===== config.mk =====
export PLATFORM = sky130hd
export DESIGN_NAME = branch_resolve_unit
export DESIGN_NICKNAME = d
export VERILOG_FILES = /design/src/rtl/branch_resolve_unit_pkg.sv /design/src/rtl/branch_resolve_unit_sat_counter.sv /design/src/rtl/branch_resolve_unit.sv
export SDC_FILE = /design/constraint.sdc
export NUM_CORES = 1
export LEC_CHECK = 0
export CAP_MARGIN = 25
export CORE_MARGIN = 2
export CORE_UTILIZATION = 35
export DETAILED_ROUTE_END_ITERATION = 6
export GPL_TIMING_DRIVEN = 1
export PLACE_DENSITY = 0.67
export RECOVER_POWER = 25
export SLEW_MARGIN = 30
export SYNTH_ARGS = -nofsm -noshare
export SYNTH_HDL_FRONTEND = slang
export SYNTH_SLANG_ARGS = --single-unit

===== constraint.sdc =====
create_clock -name clk -period 2.5 [get_ports clk]
set_clock_uncertainty 0.15 [all_clocks]
set_input_delay 0.5 -clock clk [delete_from_list [all_inputs] [get_ports clk]]
set_output_delay 0.5 -clock clk [all_outputs]
set_load 0.02 [all_outputs]

===== src/rtl/branch_resolve_unit_pkg.sv =====
// Shared commit-side definitions: opcode encodings, address/data types and
// the control-flow classification helper used by the branch resolve unit.
package branch_resolve_unit_pkg;

  localparam int OPCODE_W = 7;
  localparam int ADDR_W   = 32;
  localparam int DATA_W   = 32;

  typedef logic [OPCODE_W-1:0] opcode_t;
  typedef logic [ADDR_W-1:0]   addr_t;
  typedef logic [DATA_W-1:0]   data_t;

  localparam logic TRUE  = 1'b1;
  localparam logic FALSE = 1'b0;

  localparam opcode_t OPCODE_BR   = 7'b1100011;
  localparam opcode_t OPCODE_JAL  = 7'b1101111;
  localparam opcode_t OPCODE_JALR = 7'b1100111;

  typedef enum logic [1:0] {
    CF_NONE = 2'd0,
    CF_BR   = 2'd1,
    CF_JAL  = 2'd2,
    CF_JALR = 2'd3
  } cf_kind_t;

  function automatic cf_kind_t classify(input opcode_t opcode);
    cf_kind_t kind;
    case (opcode)
      OPCODE_BR:   kind = CF_BR;
      OPCODE_JAL:  kind = CF_JAL;
      OPCODE_JALR: kind = CF_JALR;
      default:     kind = CF_NONE;
    endcase
    return kind;
  endfunction

endpackage


===== src/rtl/branch_resolve_unit_sat_counter.sv =====
// Saturating up-counter with synchronous clear; holds at all-ones instead
// of wrapping so long-running statistics never read as small values.
module sat_counter #(
  parameter int WIDTH = 32
) (
  input  logic             clk,
  input  logic             inc,
  input  logic             clr,
  output logic [WIDTH-1:0] value
);

  always_ff @(posedge clk) begin
    if (clr) begin
      value <= '0;
    end else if (inc && (value != {WIDTH{1'b1}})) begin
      value <= value + WIDTH'(1);
    end
  end

endmodule


===== src/rtl/branch_resolve_unit.sv =====
// Commit-side branch resolution: predictor update, mispredict rollback,
// flush-window backpressure and saturating branch/mispredict statistics.
module branch_resolve_unit
  import branch_resolve_unit_pkg::*;
#(
  parameter int FLUSH_CYCLES = 2,
  parameter int CNT_WIDTH    = 32
) (
  input  logic                 clk,
  input  logic                 rst,
  input  logic                 commit_valid,
  output logic                 commit_ready,
  input  logic [OPCODE_W-1:0]  commit_opcode,
  input  logic [ADDR_W-1:0]    commit_pc,
  input  logic                 commit_pred_jump,
  input  logic                 commit_actual_jump,
  input  logic [ADDR_W-1:0]    commit_next_pc,
  output logic                 ena_to_pred,
  output logic                 hit_to_pred,
  output logic [ADDR_W-1:0]    pc_to_pred,
  output logic                 rollback,
  output logic [ADDR_W-1:0]    rollback_pc,
  output logic [CNT_WIDTH-1:0] branch_cnt,
  output logic [CNT_WIDTH-1:0] miss_cnt
);

  typedef enum logic {
    IDLE  = 1'b0,
    FLUSH = 1'b1
  } state_t;

  localparam logic [3:0] FLUSH_LOAD = 4'(FLUSH_CYCLES);

  state_t     state;
  logic [3:0] flush_cnt;
  cf_kind_t   kind;
  logic       accept;
  logic       br_accept;
  logic       mispredict;

  always_comb begin
    kind       = classify(commit_opcode);
    accept     = commit_valid & commit_ready;
    br_accept  = accept & (kind == CF_BR);
    // JAL is always predicted taken and JALR always not taken, so the
    // prediction inputs only matter for conditional branches.
    mispredict = accept & (((kind == CF_BR) & (commit_pred_jump != commit_actual_jump))
                           | (kind == CF_JALR));
  end

  always_ff @(posedge clk) begin
    if (rst) begin
      state        <= IDLE;
      flush_cnt    <= '0;
      commit_ready <= TRUE;
      ena_to_pred  <= FALSE;
      hit_to_pred  <= FALSE;
      pc_to_pred   <= '0;
      rollback     <= FALSE;
      rollback_pc  <= '0;
    end else begin
      ena_to_pred <= br_accept;
      hit_to_pred <= br_accept & commit_actual_jump;
      pc_to_pred  <= br_accept ? commit_pc : '0;
      rollback    <= mispredict;
      rollback_pc <= mispredict ? commit_next_pc : '0;

      if (state == IDLE) begin
        if (mispredict) begin
          state        <= FLUSH;
          flush_cnt    <= FLUSH_LOAD;
          commit_ready <= FALSE;
        end
      end else begin
        // The cycle carrying the rollback pulse is already the first flush cycle.
        if (flush_cnt <= 4'd1) begin
          state        <= IDLE;
          flush_cnt    <= '0;
          commit_ready <= TRUE;
        end else begin
          flush_cnt <= flush_cnt - 4'd1;
        end
      end
    end
  end

  sat_counter #(.WIDTH(CNT_WIDTH)) u_branch_cnt (
    .clk   (clk),
    .inc   (br_accept),
    .clr   (rst),
    .value (branch_cnt)
  );

  sat_counter #(.WIDTH(CNT_WIDTH)) u_miss_cnt (
    .clk   (clk),
    .inc   (mispredict),
    .clr   (rst),
    .value (miss_cnt)
  );

endmodule

==> results.cfg, run 1 <==
[grt]
overflow = 0
antenna_found_initial = 0
top_usage_layer = met2
track_usage_pct = 17.9
grt_pass1_wl_um = 23500
grtUsageMet2_pct = 31.2
grt_max_degree = 75
grt_util_met3_pct = 5.01
grt_pass1_vias = 4846
met1_usage_pct = 21.0

[sta]
slew_viol_final = 0
timing.final.crit_share_pct = 96.5
slew_headroom_pct = 65.0
worst_pin_slew_ps = 520
setup_viol = 0
post-route-min-period_ps = 2410
hold_ws_ps = 346
rsz0062_at_grt = true
max_freq_mhz = 415
hold_viol = 0

[cts]
cts_root_buf = clkbuf_16
clock_latency_ps = 410
cts_tree = built
cts.reportedPaths.clkPinSlew_ps = 60
htreeDepth = 4
clock_sinks = 137
numCtsBuffers = 17
clock_path_buffers = 2
holdBufCountCts = 0

[logic_synthesis]
syn-num-nets = 650
syn_inst = 570
synth_edf_count = 0
ys_warn_count = 0
ys_types = 47
ys_async_sr_fraction_pct = 0
ys_ff_latch = 137
syn_area_per_cell_um2 = 9.44
yosysSeqAreaShare_pct = 51.0
synthFlopType = dfxtp_1
syn_area_um2 = 5380

[routing]
vias = 5099
routed_wl_um = 14900
first_pass_iters = 4
post_drt_via_cell_ratio = 5.02
drtIter0Drc = 185
drcViolationCount = 0
wire_per_inst_um = 14.6
postRouteAntennaNets = 0

[floorplan]
die_area_um2 = 16400
io_pins = 208
die_y_um = 128
core_region_area_um2 = 15100
dieWidth_um = 128
rows = 45
start_util_pct = 35.7

[place]
dp.cells = 981
portBuffers = 207
place_congestion = 0.838
dp_hpwl_um = 10800

[outcome]
status = complete, no violations

[layout]
syn2layout_area_growth_pct = 59.2
mostFrequentLayoutCells = clkdlybuf4s50_1 (206), dfxtp_1 (135), and2_1 (67)
seq_area_um2 = 2750
drive_gt1_share_pct = 12.8
layout_commonest_cell = clkdlybuf4s50_1
layout.nets = 895
multi_input_area_um2 = 2520
final_cells = 1016
antenna_cells = 0
fillers = 1315

[critical_path]
cpMaxStageDelayCell = clkdlybuf4s50_1
crit_type = input pin to flip-flop
max_stage_delay_ps = 490
crit_path_frequent_cell = buf_4
crit_path_start_kind = input pin
worstPathRequired_ps = 2690
crit_fanout = 6
cp-end-kind = flip-flop
worstPathArrival_ps = 2610
cp_cell_sequence = clkdlybuf4s50_1, nand4bb_2, nor3_4, buf_4, o211ai_1, buf_4, or4_1, a21oi_1

[hold_path]
hp-class = flip-flop to flip-flop

[job]
cap_violations = 0

[power]
power.density_nw_per_um2 = 560
max-vdd-ir-drop_v = 0.000436
p_leak_uw = 0.00298
## kinds of logic (layout without fill, tap and decap cells)
logic type	Yosys count	count (layout)	share of synthesized area, %
xor+xnor	8	8	1.30
fa+ha+maj	4	4	0.930
mux	7	7	1.49
compound gates	117	117	13.2
flops	137	137	51.0
buf+inv	40	298	3.37
simple gates	257	257	28.7
## registers in the layout (all words and copies together), names as in the netlist
| register | flops |
|---|---|
| rollback | 1 |
| state | 1 |
| hit_to_pred | 1 |
| pc_to_pred | 32 |
| u_miss_cnt.value | 32 |
| flush_cnt | 4 |
| rollback_pc | 32 |
| commit_ready | 1 |
| ena_to_pred | 1 |
| u_branch_cnt.value | 32 |
## metal layers
layer | vias up | share of wire, % | routed length [um]
met4 | 0 | 1.4 | 211
met5 | - | 0 | 0
li1 | 2564 | - | -
met2 | 156 | 51 | 7570
met3 | 18 | 6.0 | 885
met1 | 2361 | 42 | 6190
## metrics by stage
step | instance area (um^2) | worst slack, ps | TNS (ps) | utilization [%] | power [uW]
finish | 8560 | 87.9 | 0 | 56.7 | 4800
global placement | 7910 | -497 | -15930 | 52.4 | 2400
detailed placement | 7910 | -593 | -19070 | 52.4 | 2400
CTS | 8510 | 20.2 | 0 | 56.4 | 4860
floorplan | 5380 | 192 | 0 | - | 2260
global route | 8560 | -3.12 | -7.98 | 56.7 | 4970
## synth_stat cells (16+ instances only)
cell type	count	area share, %
a21oi_1	53	4.9
and2_1	67	7.8
clkbuf_1	17	1.2
dfxtp_1	137	51
inv_1	16	1.1
nand2_1	24	1.7
nand3_1	23	2.1
nand4_1	21	2.4
nor2_1	28	2.0
o21ai_0	32	3.0
o31ai_1	18	2.5
or3_1	31	3.6
or4_1	18	2.5
## where the power goes
part           switching, uW  internal (uW)  leakage, uW
registers               1.20           2190      0.00110
logic                   48.7            117      0.00160
clock network            967           1480     0.000278
## worst paths after layout
kind | startpoint | to | slack [ps] | cells after the start
worst max-delay path | commit_opcode[4] | u_branch_cnt.value[18]$_SDFFE_PP0P_ | 90 | 8
worst min-delay path | flush_cnt[3]$_SDFFE_PP0P_ | flush_cnt[3]$_SDFFE_PP0P_ | 350 | 1
worst max register to register | u_miss_cnt.value[15]$_SDFFE_PP0P_ | u_miss_cnt.value[2]$_SDFFE_PP0P_ | 130 | 6
worst min register to register | flush_cnt[3]$_SDFFE_PP0P_ | flush_cnt[3]$_SDFFE_PP0P_ | 350 | 1
## layout make-up
type                            count  area share, %
Clock buffer                       19           5.06
Sequential cell                   137           32.1
Clock inverter                     13           1.71
Inverter                           16          0.701
Multi-Input combinational cell    393           29.4
Timing Repair Buffer              250           28.3
Tap cell                          188           2.75
## worst max-delay path: cells and delay by family
family	cells	cell delay [ps]
buf+inv	3	860
compound gates	2	290
simple gates	3	950
## repair_timing
action                                  CTS  global route
buffers inserted                          1             3
resized for setup                         3            10
endpoints found under the setup margin   25            28
pin swaps                                 0             5
No activity file was read; power rests on OpenSTA's default activity.
==> run 2: changes to the inputs <==
- PLACE_DENSITY: 0.67 -> 0.66
- SLEW_MARGIN: 30 -> 20
==> results.cfg, run 2 (same netlist as run 1, synthesis figures left out) <==
[critical_path]
cp-end-kind = flip-flop
r2r_cells = 7
reg2reg_slack_ps = 110
worstPathRequired_ps = 2630
reg2reg_from = u_branch_cnt.value[27]$_SDFFE_PP0P_
r2r-end = u_branch_cnt.value[1]$_SDFFE_PP0P_
crit_path_start_kind = flip-flop
worstPathArrival_ps = 2520
worstSetupStartpoint = u_branch_cnt.value[27]$_SDFFE_PP0P_
crit_fanout = 11
cp-endpoint = u_branch_cnt.value[1]$_SDFFE_PP0P_
crit_type = flip-flop to flip-flop

[floorplan]
io_pins = 208
rows = 45
die_area_um2 = 16400
die_y_um = 128
start_util_pct = 35.7
dieWidth_um = 128
core_region_area_um2 = 15100

[sta]
slew_viol_final = 0
fin_tns_setup_ps = 0
hold_viol = 0
slew_headroom_pct = 62.5
setup_viol = 0
post-route-min-period_ps = 2390
worst_pin_slew_ps = 562
max_freq_mhz = 418
setup_ws_ps = 110
timing.final.crit_share_pct = 95.6

[layout]
syn2layout_area_growth_pct = 58.7
mostFrequentLayoutCells = clkdlybuf4s50_1 (164), dfxtp_1 (137), and2_1 (67)
final_cell_area_um2 = 8540
antenna_cells = 0
drive_gt1_share_pct = 12.1
layout_commonest_cell = clkdlybuf4s50_1
layout.nets = 899

[power]
switchingPower_uw = 976
p_int_uw = 3790
max-vdd-ir-drop_v = 0.000411
p_leak_uw = 0.00313
comb_power_share_pct = 3.5
power.density_nw_per_um2 = 559
seq_power_share_pct = 45.8
pwr-share-clk_pct = 50.7
swShare_pct = 20.5

[grt]
grt_pass1_wl_um = 23700
overflow = 0
track_usage_pct = 18.1
grt_max_degree = 53
grt_pass1_vias = 5005
antenna_found_initial = 0

[hold_path]
hp-class = input pin to flip-flop

[place]
dp_hpwl_um = 11100
place_congestion = 0.779
post_dp_cell_area_um2 = 7930
portBuffers = 207
pre_cts_slack_ps = -585

[cts]
cts_tree = built
clock_sinks = 137
cts.reportedPaths.clkPinSlew_ps = 50
clock_latency_ps = 410
cts_root_buf = clkbuf_16
htreeDepth = 4
holdBufCountCts = 0
clock_path_buffers = 2
numCtsBuffers = 17

[routing]
vias = 5219
first_pass_iters = 4
wire_per_inst_um = 14.8
drtIter0Drc = 216
drcViolationCount = 0
post_drt_via_cell_ratio = 5.12
routed_wl_um = 15100
postRouteAntennaNets = 0

[job]
cap_violations = 0

[outcome]
status = complete, no violations
-- run 2: layout make-up --
| type | count | area [um^2] |
|---|---|---|
| Sequential cell | 137 | 2740 |
| Inverter | 16 | 60.1 |
| Clock buffer | 21 | 450 |
| Clock inverter | 11 | 124 |
| Multi-Input combinational cell | 394 | 2510 |
| Fill cell | 1294 | 6550 |
| Timing Repair Buffer | 253 | 2420 |
| Tap cell | 188 | 235 |
-- run 2: per-stage QoR --
stage	util (%)	total power [uW]	std cells	hold WS (ps)
detailed placement	52.6	2400	986	334
global route	56.6	4940	1020	245
CTS	56.5	4830	1018	224
finish	56.6	4770	1020	245
floorplan	-	2260	570	300
global placement	52.6	2390	986	315
-- run 2: worst min path at each step --
stage                                         start                   endpoint  slack, ps  cells after the start
final                                           rst  flush_cnt[2]$_SDFFE_PP0P_        240                      2
after global routing                            rst  flush_cnt[2]$_SDFFE_PP0P_        240                      2
after CTS                                       rst  flush_cnt[2]$_SDFFE_PP0P_        220                      2
after detailed placement  flush_cnt[3]$_SDFFE_PP0P_  flush_cnt[3]$_SDFFE_PP0P_        330                      1
after global placement    flush_cnt[3]$_SDFFE_PP0P_  flush_cnt[3]$_SDFFE_PP0P_        320                      1
after floorplan           flush_cnt[3]$_SDFFE_PP0P_  flush_cnt[3]$_SDFFE_PP0P_        300                      1
-- run 2: routing by layer --
layer,vias up,global-route usage [%],part of all wire (%)
li1,2568,-,-
met1,2490,20.9,41
met2,139,31.4,51
met3,22,5.05,5.6
met4,0,7.50,2.0
met5,-,0,0
-- run 2: worst max-delay path, stage by stage (launching register included) --
cell and delay (ps):
dfxtp_1 390, nand4_2 200, or4_4 640, o31ai_4 340, buf_12 170, buf_4 130
mux2i_1 190, nor2_1 50
-- run 2: power groups by stage --
stage / Clock, uW / Sequential [uW] / Combinational, uW
after floorplan: 0 / 2240 / 28.1
after global placement: 0 / 2230 / 160
after detailed placement: 0 / 2230 / 162
after CTS: 2480 / 2190 / 166
after global routing: 2580 / 2190 / 176
final: 2420 / 2190 / 165
-- run 2: what timing repair did --
action,4_1_cts,5_1_grt
setup buffers,0,1
pin swaps,0,1
gates resized for setup,4,2
endpoints found under the setup margin,28,30
cloned,0,1
